## src/rtl/qq_pkg.sv

```systemverilog
// Shared types and constants for the QuickQ request arbiter.
// QQ_ARB_TIMEOUT_EN is the only consumer of the watchdog constants below.
package qq_pkg;

  typedef enum logic {
    OP_ENQ = 1'b0,
    OP_DEQ = 1'b1
  } op_t;

  typedef logic [1:0] arb_state_t;

  localparam arb_state_t ST_IDLE  = 2'd0;
  localparam arb_state_t ST_ISSUE = 2'd1;
  localparam arb_state_t ST_WAIT  = 2'd2;
  localparam arb_state_t ST_RESP  = 2'd3;

  localparam int unsigned TIMEOUT_CYCLES = 1000;
  localparam int unsigned WDOG_W         = 16;

  // Index width that stays legal for a single requester.
  function automatic int idx_w(input int n);
    return (n > 1) ? $clog2(n) : 1;
  endfunction

endpackage

```

## src/rtl/qq_req_arbiter_if.sv

```systemverilog
// Requester-side and QuickQ-side handshake bundle for qq_req_arbiter.
// slave = arbiter view, master = requesters plus QuickQ control FSM.
interface qq_req_arbiter_if #(
  parameter int NREQ = 4,
  parameter int KEYW = 16
);
  logic [NREQ-1:0]      req_valid;
  logic [NREQ-1:0]      req_op;
  logic [NREQ*KEYW-1:0] req_key;
  logic [NREQ-1:0]      req_ready;
  logic [NREQ-1:0]      rsp_valid;
  logic [KEYW-1:0]      rsp_key;
  logic                 rsp_err;
  logic                 q_enq;
  logic                 q_deq;
  logic [KEYW-1:0]      q_key;
  logic                 q_done;
  logic [KEYW-1:0]      q_deq_key;

  modport slave (
    input  req_valid, req_op, req_key, q_done, q_deq_key,
    output req_ready, rsp_valid, rsp_key, rsp_err, q_enq, q_deq, q_key
  );

  modport master (
    output req_valid, req_op, req_key, q_done, q_deq_key,
    input  req_ready, rsp_valid, rsp_key, rsp_err, q_enq, q_deq, q_key
  );
endinterface

```

## src/rtl/qq_rr_arb.sv

```systemverilog
// Combinational round-robin pick: first valid requester at or after i_ptr,
// wrapping modulo NREQ.
module qq_rr_arb #(
  parameter int NREQ = 4,
  parameter int IW   = 2
) (
  input  logic [NREQ-1:0] i_req_valid,
  input  logic [IW-1:0]   i_ptr,
  output logic [NREQ-1:0] o_grant,
  output logic [IW-1:0]   o_idx,
  output logic            o_any
);

  always_comb begin
    logic [IW-1:0] w_j;
    w_j     = '0;
    o_grant = '0;
    o_idx   = '0;
    o_any   = 1'b0;
    for (int i = 0; i < NREQ; i++) begin
      w_j = IW'((int'(i_ptr) + i) % NREQ);
      if (!o_any && i_req_valid[w_j]) begin
        o_any        = 1'b1;
        o_idx        = w_j;
        o_grant[w_j] = 1'b1;
      end
    end
  end

endmodule

```

## src/rtl/qq_req_arbiter.sv

```systemverilog
// Round-robin arbiter serialising NREQ requesters onto one QuickQ and tracking occupancy.
// Define QQ_ARB_TIMEOUT_EN to add a WAIT watchdog and the sticky o_timeout_flag port.
//
// state    | meaning
// IDLE     | no command in flight; grant next requester round-robin
// ISSUE    | pulse q_enq/q_deq, or reject on full/empty
// WAIT     | waiting for q_done from the QuickQ
// RESP     | pulse rsp_valid to the winner, advance rr pointer
module qq_req_arbiter
  import qq_pkg::*;
#(
  parameter int NREQ  = 4,
  parameter int KEYW  = 16,
  parameter int DEPTH = 64,
  localparam int CW   = $clog2(DEPTH + 1),
  localparam int IW   = idx_w(NREQ)
) (
  input  logic                clk,
  input  logic                rst,
  qq_req_arbiter_if.slave     io_bus,
  output logic [CW-1:0]       o_count,
  output logic                o_full,
  output logic                o_empty
`ifdef QQ_ARB_TIMEOUT_EN
  ,
  output logic                o_timeout_flag
`endif
);

  arb_state_t      r_state;
  logic [IW-1:0]   r_winner;
  logic [IW-1:0]   r_rr_ptr;
  op_t             r_op;
  logic [KEYW-1:0] r_key;
  logic [KEYW-1:0] r_rsp_key;
  logic            r_err;
  logic [CW-1:0]   r_count;

  logic [NREQ-1:0] w_grant;
  logic [IW-1:0]   w_idx;
  logic            w_any;
  logic            w_full;
  logic            w_empty;
  logic            w_reject;

`ifdef QQ_ARB_TIMEOUT_EN
  logic [WDOG_W-1:0] r_wdog;
  logic              r_timeout_flag;
  assign o_timeout_flag = r_timeout_flag;
`endif

  qq_rr_arb #(.NREQ(NREQ), .IW(IW)) u_rr_arb (
    .i_req_valid (io_bus.req_valid),
    .i_ptr       (r_rr_ptr),
    .o_grant     (w_grant),
    .o_idx       (w_idx),
    .o_any       (w_any)
  );

  assign w_full   = (r_count == CW'(DEPTH));
  assign w_empty  = (r_count == '0);
  assign w_reject = (r_op == OP_ENQ) ? w_full : w_empty;
  assign o_count  = r_count;
  assign o_full   = w_full;
  assign o_empty  = w_empty;

  always_ff @(posedge clk) begin
    if (rst) begin
      r_state   <= ST_IDLE;
      r_winner  <= '0;
      r_rr_ptr  <= '0;
      r_op      <= OP_ENQ;
      r_key     <= '0;
      r_rsp_key <= '0;
      r_err     <= 1'b0;
      r_count   <= '0;
`ifdef QQ_ARB_TIMEOUT_EN
      r_wdog         <= '0;
      r_timeout_flag <= 1'b0;
`endif
    end else begin
      case (r_state)
        ST_IDLE: begin
          if (w_any) begin
            r_winner  <= w_idx;
            r_op      <= op_t'(io_bus.req_op[w_idx]);
            r_key     <= io_bus.req_key[w_idx*KEYW +: KEYW];
            r_rsp_key <= '0;
            r_err     <= 1'b0;
            r_state   <= ST_ISSUE;
          end
        end
        ST_ISSUE: begin
          if (w_reject) begin
            r_err   <= 1'b1;
            r_state <= ST_RESP;
          end else begin
            r_state <= ST_WAIT;
`ifdef QQ_ARB_TIMEOUT_EN
            r_wdog  <= WDOG_W'(TIMEOUT_CYCLES - 1);
`endif
          end
        end
        ST_WAIT: begin
          if (io_bus.q_done) begin
            if (r_op == OP_DEQ) begin
              r_rsp_key <= io_bus.q_deq_key;
              r_count   <= r_count - CW'(1);
            end else begin
              r_count   <= r_count + CW'(1);
            end
            r_state <= ST_RESP;
          end
`ifdef QQ_ARB_TIMEOUT_EN
          else if (r_wdog == '0) begin
            r_err          <= 1'b1;
            r_timeout_flag <= 1'b1;
            r_state        <= ST_RESP;
          end else begin
            r_wdog <= r_wdog - WDOG_W'(1);
          end
`endif
        end
        ST_RESP: begin
          r_rr_ptr <= (r_winner == IW'(NREQ - 1)) ? '0 : r_winner + IW'(1);
          r_state  <= ST_IDLE;
        end
        default: r_state <= ST_IDLE;
      endcase
    end
  end

  // Outputs are decoded from state and forced quiet while rst is high so an
  // abandoned command never shows a pulse.
  always_comb begin
    io_bus.req_ready = '0;
    io_bus.rsp_valid = '0;
    io_bus.rsp_key   = '0;
    io_bus.rsp_err   = 1'b0;
    io_bus.q_enq     = 1'b0;
    io_bus.q_deq     = 1'b0;
    io_bus.q_key     = '0;
    if (!rst) begin
      case (r_state)
        ST_IDLE: io_bus.req_ready = w_grant;
        ST_ISSUE: begin
          if (!w_reject) begin
            io_bus.q_enq = (r_op == OP_ENQ);
            io_bus.q_deq = (r_op == OP_DEQ);
            io_bus.q_key = (r_op == OP_ENQ) ? r_key : '0;
          end
        end
        ST_RESP: begin
          io_bus.rsp_valid = NREQ'(1) << r_winner;
          io_bus.rsp_err   = r_err;
          io_bus.rsp_key   = r_rsp_key;
        end
        default: ;
      endcase
    end
  end

endmodule

```

## src/flat_wrapper.sv

```systemverilog
// flat-port wrapper written by rule: the top's interface ports become plain ports
module qq_req_arbiter_flat import qq_pkg::*;
#(
  parameter int NREQ  = 4,
  parameter int KEYW  = 16,
  parameter int DEPTH = 64,
  localparam int CW   = $clog2(DEPTH + 1),
  localparam int IW   = idx_w(NREQ)
)
  (clk, rst, o_count, o_full, o_empty, io_bus_req_valid, io_bus_req_op, io_bus_req_key, io_bus_q_done, io_bus_q_deq_key, io_bus_req_ready, io_bus_rsp_valid, io_bus_rsp_key, io_bus_rsp_err, io_bus_q_enq, io_bus_q_deq, io_bus_q_key);
  qq_req_arbiter_if #(.NREQ(NREQ), .KEYW(KEYW)) io_bus_i ();
  input  logic clk;
  input  logic rst;
  output logic [CW-1:0] o_count;
  output logic o_full;
  output logic o_empty;
  input wire logic [$bits(io_bus_i.req_valid)-1:0] io_bus_req_valid;
  input wire logic [$bits(io_bus_i.req_op)-1:0] io_bus_req_op;
  input wire logic [$bits(io_bus_i.req_key)-1:0] io_bus_req_key;
  input wire logic [$bits(io_bus_i.q_done)-1:0] io_bus_q_done;
  input wire logic [$bits(io_bus_i.q_deq_key)-1:0] io_bus_q_deq_key;
  output wire logic [$bits(io_bus_i.req_ready)-1:0] io_bus_req_ready;
  output wire logic [$bits(io_bus_i.rsp_valid)-1:0] io_bus_rsp_valid;
  output wire logic [$bits(io_bus_i.rsp_key)-1:0] io_bus_rsp_key;
  output wire logic [$bits(io_bus_i.rsp_err)-1:0] io_bus_rsp_err;
  output wire logic [$bits(io_bus_i.q_enq)-1:0] io_bus_q_enq;
  output wire logic [$bits(io_bus_i.q_deq)-1:0] io_bus_q_deq;
  output wire logic [$bits(io_bus_i.q_key)-1:0] io_bus_q_key;
  assign io_bus_i.req_valid = io_bus_req_valid;
  assign io_bus_i.req_op = io_bus_req_op;
  assign io_bus_i.req_key = io_bus_req_key;
  assign io_bus_i.q_done = io_bus_q_done;
  assign io_bus_i.q_deq_key = io_bus_q_deq_key;
  assign io_bus_req_ready = io_bus_i.req_ready;
  assign io_bus_rsp_valid = io_bus_i.rsp_valid;
  assign io_bus_rsp_key = io_bus_i.rsp_key;
  assign io_bus_rsp_err = io_bus_i.rsp_err;
  assign io_bus_q_enq = io_bus_i.q_enq;
  assign io_bus_q_deq = io_bus_i.q_deq;
  assign io_bus_q_key = io_bus_i.q_key;
  qq_req_arbiter #(.NREQ(NREQ), .KEYW(KEYW), .DEPTH(DEPTH)) u_core (.clk(clk), .rst(rst), .io_bus(io_bus_i), .o_count(o_count), .o_full(o_full), .o_empty(o_empty));
endmodule
```

## config.mk

```make
export PLATFORM = sky130hd
export DESIGN_NAME = qq_req_arbiter_flat
export DESIGN_NICKNAME = d
export VERILOG_FILES = /design/src/rtl/qq_pkg.sv /design/src/rtl/qq_req_arbiter_if.sv /design/src/rtl/qq_rr_arb.sv /design/src/rtl/qq_req_arbiter.sv /design/src/flat_wrapper.sv
export SDC_FILE = /design/constraint.sdc
export NUM_CORES = 1
export LEC_CHECK = 0
export ABC_AREA = 1
export BUFFER_PORTS_ARGS = -buffer_cell sky130_fd_sc_hd__buf_4
export CAP_MARGIN = 25
export CORE_MARGIN = 2
export CORE_UTILIZATION = 51
export DETAILED_ROUTE_END_ITERATION = 12
export PLACE_DENSITY = 0.87
export SYNTH_ARGS = -nofsm -noshare
export SYNTH_HDL_FRONTEND = slang
export SYNTH_SLANG_ARGS = --single-unit
```

## constraint.sdc

```tcl
create_clock -name clk -period 3.2 [get_ports clk]
set_clock_uncertainty 0.1 [all_clocks]
set_input_delay 0.48 -clock clk [delete_from_list [all_inputs] [get_ports clk]]
set_output_delay 0.48 -clock clk [all_outputs]
set_load 0.05 [all_outputs]
```

==> impl_metrics.env <==
export IMPL_outcome="finished clean"
export IMPL_grt_remaining_overflow=0
export IMPL_finalCritPeriodShare_pct=93.2
export IMPL_clockBufferDepth=2
export IMPL_cp_endpoint="io_bus_req_ready[2]"
export IMPL_relSlewSlack_pct=53.7
export IMPL_cts_tree="done"
export IMPL_fmax_mhz=335
export IMPL_crit_path_start="u_core.r_rr_ptr[0]$_SDFFE_PP0P_"
export IMPL_yosysSeqAreaShare_pct=23.5
export IMPL_cts_setup_buffers=0
export IMPL_grt_pass1_wl_um=18100
export IMPL_wl_per_cell_um=12.1
export IMPL_hold_buffers=0
export IMPL_cp_common_cell="inv_1"
export IMPL_antenna_found_initial=0
export IMPL_synth_async_sr_flop_share_pct=0
export IMPL_finalCriticalPeriod_ns=2.98
export IMPL_synth_compound_gate_area_share_pct=10.5
export IMPL_power_mw=3.92
export IMPL_cts_buffers=5
export IMPL_cts_sinks=47
export IMPL_power_leakage_nw=3.02
export IMPL_end_kind="output pin"
export IMPL_grt_pass1_vias=4330
export IMPL_hold_class="in2reg"
export IMPL_tns_ns=0
export IMPL_drt_iter0_drc=178
export IMPL_synthFlopType="dfxtp_1"
export IMPL_rows=32
export IMPL_path_clk_slew_ns=0.10
export IMPL_hold_start="io_bus_q_deq_key[4]"
export IMPL_core_um2=7690
export IMPL_initial_core_util_pct=52.1
export IMPL_placed_cell_area_um2=5060
export IMPL_dp_cells=892
export IMPL_synth_area_per_cell_um2=6.00
export IMPL_fin_ws_ns=0.218
export IMPL_drive_gt1_share_pct=22.8
export IMPL_crit_required_ns=2.62
export IMPL_antennaDiodeCount=0
export IMPL_synthDistinctLibCells=38
export IMPL_worstPathCellList="inv_6, ha_1, inv_1, nand3_2, nand2_4, nor2_2, inv_1, o21ai_0, a21oi_1, o21ai_0, nand2_1, inv_1, buf_4"
export IMPL_syn2layout_area_growth_pct=28.6
export IMPL_syn_nets=782
export IMPL_place_ws_ns=0.526
export IMPL_drt_first_pass_iters=5
export IMPL_htree_levels=2
export IMPL_final_cell_mix="167 x inv_1, 150 x buf_4, 124 x nand2_1, 97 x nand3_1, 57 x nor2_1"
export IMPL_pin_count=143
export IMPL_drc=0
export IMPL_synth_top_family_by_area="simple AND/OR/NAND/NOR gates"
export IMPL_post_dp_hpwl_um=8310
export IMPL_cp_slowest_cell="dfxtp_1"
export IMPL_cp_arrival_ns=2.40
export IMPL_layout_commonest_cell="inv_1"
export IMPL_place_congestion=0.888
export IMPL_hold_viol_final=0
export IMPL_crit_family="buffers and inverters"
export IMPL_reg2reg_depth=13
export IMPL_crit_fanout=11
export IMPL_synth_top_area_share_pct=23.5
export IMPL_vias_per_cell=5.01
export IMPL_rsz0062_at_grt="false"
export IMPL_synthCells=668
export IMPL_rrSetupSlack_ns=0.66
export IMPL_die_h_um=92.6
export IMPL_port_buffers=142
export IMPL_ys_seq_elements=47
export IMPL_synth_edf_count=0
export IMPL_drtAntennaViolNets=0
export IMPL_synthSimpleGateAreaFrac_pct=36.1
export IMPL_synth_fa_ha_area_share_pct=7.37
export IMPL_crit_cells=13
export IMPL_fin_cells=900
export IMPL_wirelength_um=10900
export IMPL_fillCellCount=735
export IMPL_clockRootBuffer="clkbuf_8"
export IMPL_slowest_delay_ns=0.41
export IMPL_pwr_density_cell_nw_per_um2=761
export IMPL_setup_viol=0
export IMPL_start_kind="flop"
export IMPL_max_cap_viol_count=0
export IMPL_r2r_end="u_core.r_key[13]$_SDFFE_PP0P_"
export IMPL_synth_mux_area_share_pct=0
export IMPL_crit_type="reg2out"
export IMPL_yosysWarnings=0
export IMPL_peakVddDrop_mv=0.337
export IMPL_grt_max_degree=46
export IMPL_syn_area_um2=4010
export IMPL_synthXorXnorAreaFrac_pct=1.31
export IMPL_nNetsFinal=911
export IMPL_regToRegStartpoint="u_core.r_rr_ptr[0]$_SDFFE_PP0P_"
export IMPL_drv_slew=0
export IMPL_clock_latency_ns=0.31
export IMPL_tightest_slew_ns=0.695
export IMPL_worst_path_buf_inv=5
export IMPL_die_x_um=92.6
export IMPL_dr_total_vias=4511
export IMPL_yosysTopAreaCell="dfxtp_1"
export IMPL_track_usage_pct=25.4
export IMPL_die_area_um2=8580
export IMPL_synth_area_top_cells="dfxtp_1 23%, inv_1 16%, nand3_1 12%"
export IMPL_fin_area_um2=5150
-- routing by layer --
layer  track usage (%)  wire length (um)
met5                 0                 0
met4              8.70               225
met3              4.48               758
met2              47.6              5510
met1              28.8              4370
-- Yosys cell counts (2+ instances only) --
cell type    n
inv_1      167
nand2_1    124
nand3_1     97
nor2_1      58
dfxtp_1     47
a21oi_1     37
ha_1        22
o21ai_0     21
nor3_1      16
o21ai_1     15
buf_6        7
clkbuf_1     7
buf_4        6
nand2_2      5
nand2_4      5
xor2_1       5
buf_2        4
nand3_2      3
buf_1        2
nand4_1      2
-- worst register-to-register path, stage by stage, from the launching register on --
cell,delay (ns)
dfxtp_1,0.41
inv_6,0.07
ha_1,0.38
inv_1,0.12
nand3_1,0.12
nand2_1,0.14
nand4_4,0.18
nand2_4,0.12
buf_4,0.32
nand3_1,0.15
nand3_1,0.13
nand3_1,0.09
nand2_1,0.09
inv_1,0.03
-- timing repair --
item,in CTS,in global routing
endpoints found under the hold margin,0,0
endpoints found under the setup margin,0,2
resized for setup,0,1
-- state kept, by name, summed over array words and instances, names as in the netlist --
signal / count
u_core.r_state: 2
u_core.r_rsp_key: 16
u_core.r_op: 1
u_core.r_err: 1
u_core.r_rr_ptr: 2
u_core.r_key: 16
u_core.r_winner: 2
u_core.o_count: 7
-- cells by family after synthesis --
family,Yosys count
adder cells (fa/ha/maj),23
flip-flops,47
XOR/XNOR,6
buffers and inverters,199
AND/OR/NAND/NOR,315
AO/OA/AOI/OAI,78
-- metrics by stage --
stage                     utilization, %  hold slack (ns)
final                               67.0            0.393
after CTS                           67.0            0.386
after detailed placement            65.8            0.381
after global placement              65.8            0.370
after global routing                67.0            0.425
after floorplan                        -            0.354
-- layout make-up --
cell class / instances / area [um^2] / share of cell area [%]
clock buffers: 5 / 68.8 / 1.34
inverters: 171 / 649 / 12.6
clock inverters: 3 / 23.8 / 0.461
well taps: 102 / 128 / 2.48
repair buffers: 150 / 1130 / 21.8
flip-flops and latches: 47 / 941 / 18.3
multi-input cells: 422 / 2220 / 43.0
-- how the worst min path moves through the flow --
stage	to	slack [ns]	depth (start not counted)
global placement	u_core.r_err$_SDFFE_PP0P_	0.37	2
CTS	u_core.r_rsp_key[4]$_SDFFE_PP0P_	0.39	5
global route	u_core.r_rsp_key[8]$_SDFFE_PP0P_	0.42	5
finish	u_core.r_rsp_key[4]$_SDFFE_PP0P_	0.39	5
floorplan	u_core.r_err$_SDFFE_PP0P_	0.35	2
detailed placement	u_core.r_err$_SDFFE_PP0P_	0.38	2
-- report_power, final --
| part | total, mW | internal [mW] | switching, mW |
|---|---|---|---|
| combinational | 2.67 | 0.873 | 1.80 |
| clock | 0.375 | 0.157 | 0.218 |
| sequential | 0.875 | 0.779 | 0.0966 |
Power figures use the tool's default switching activity.
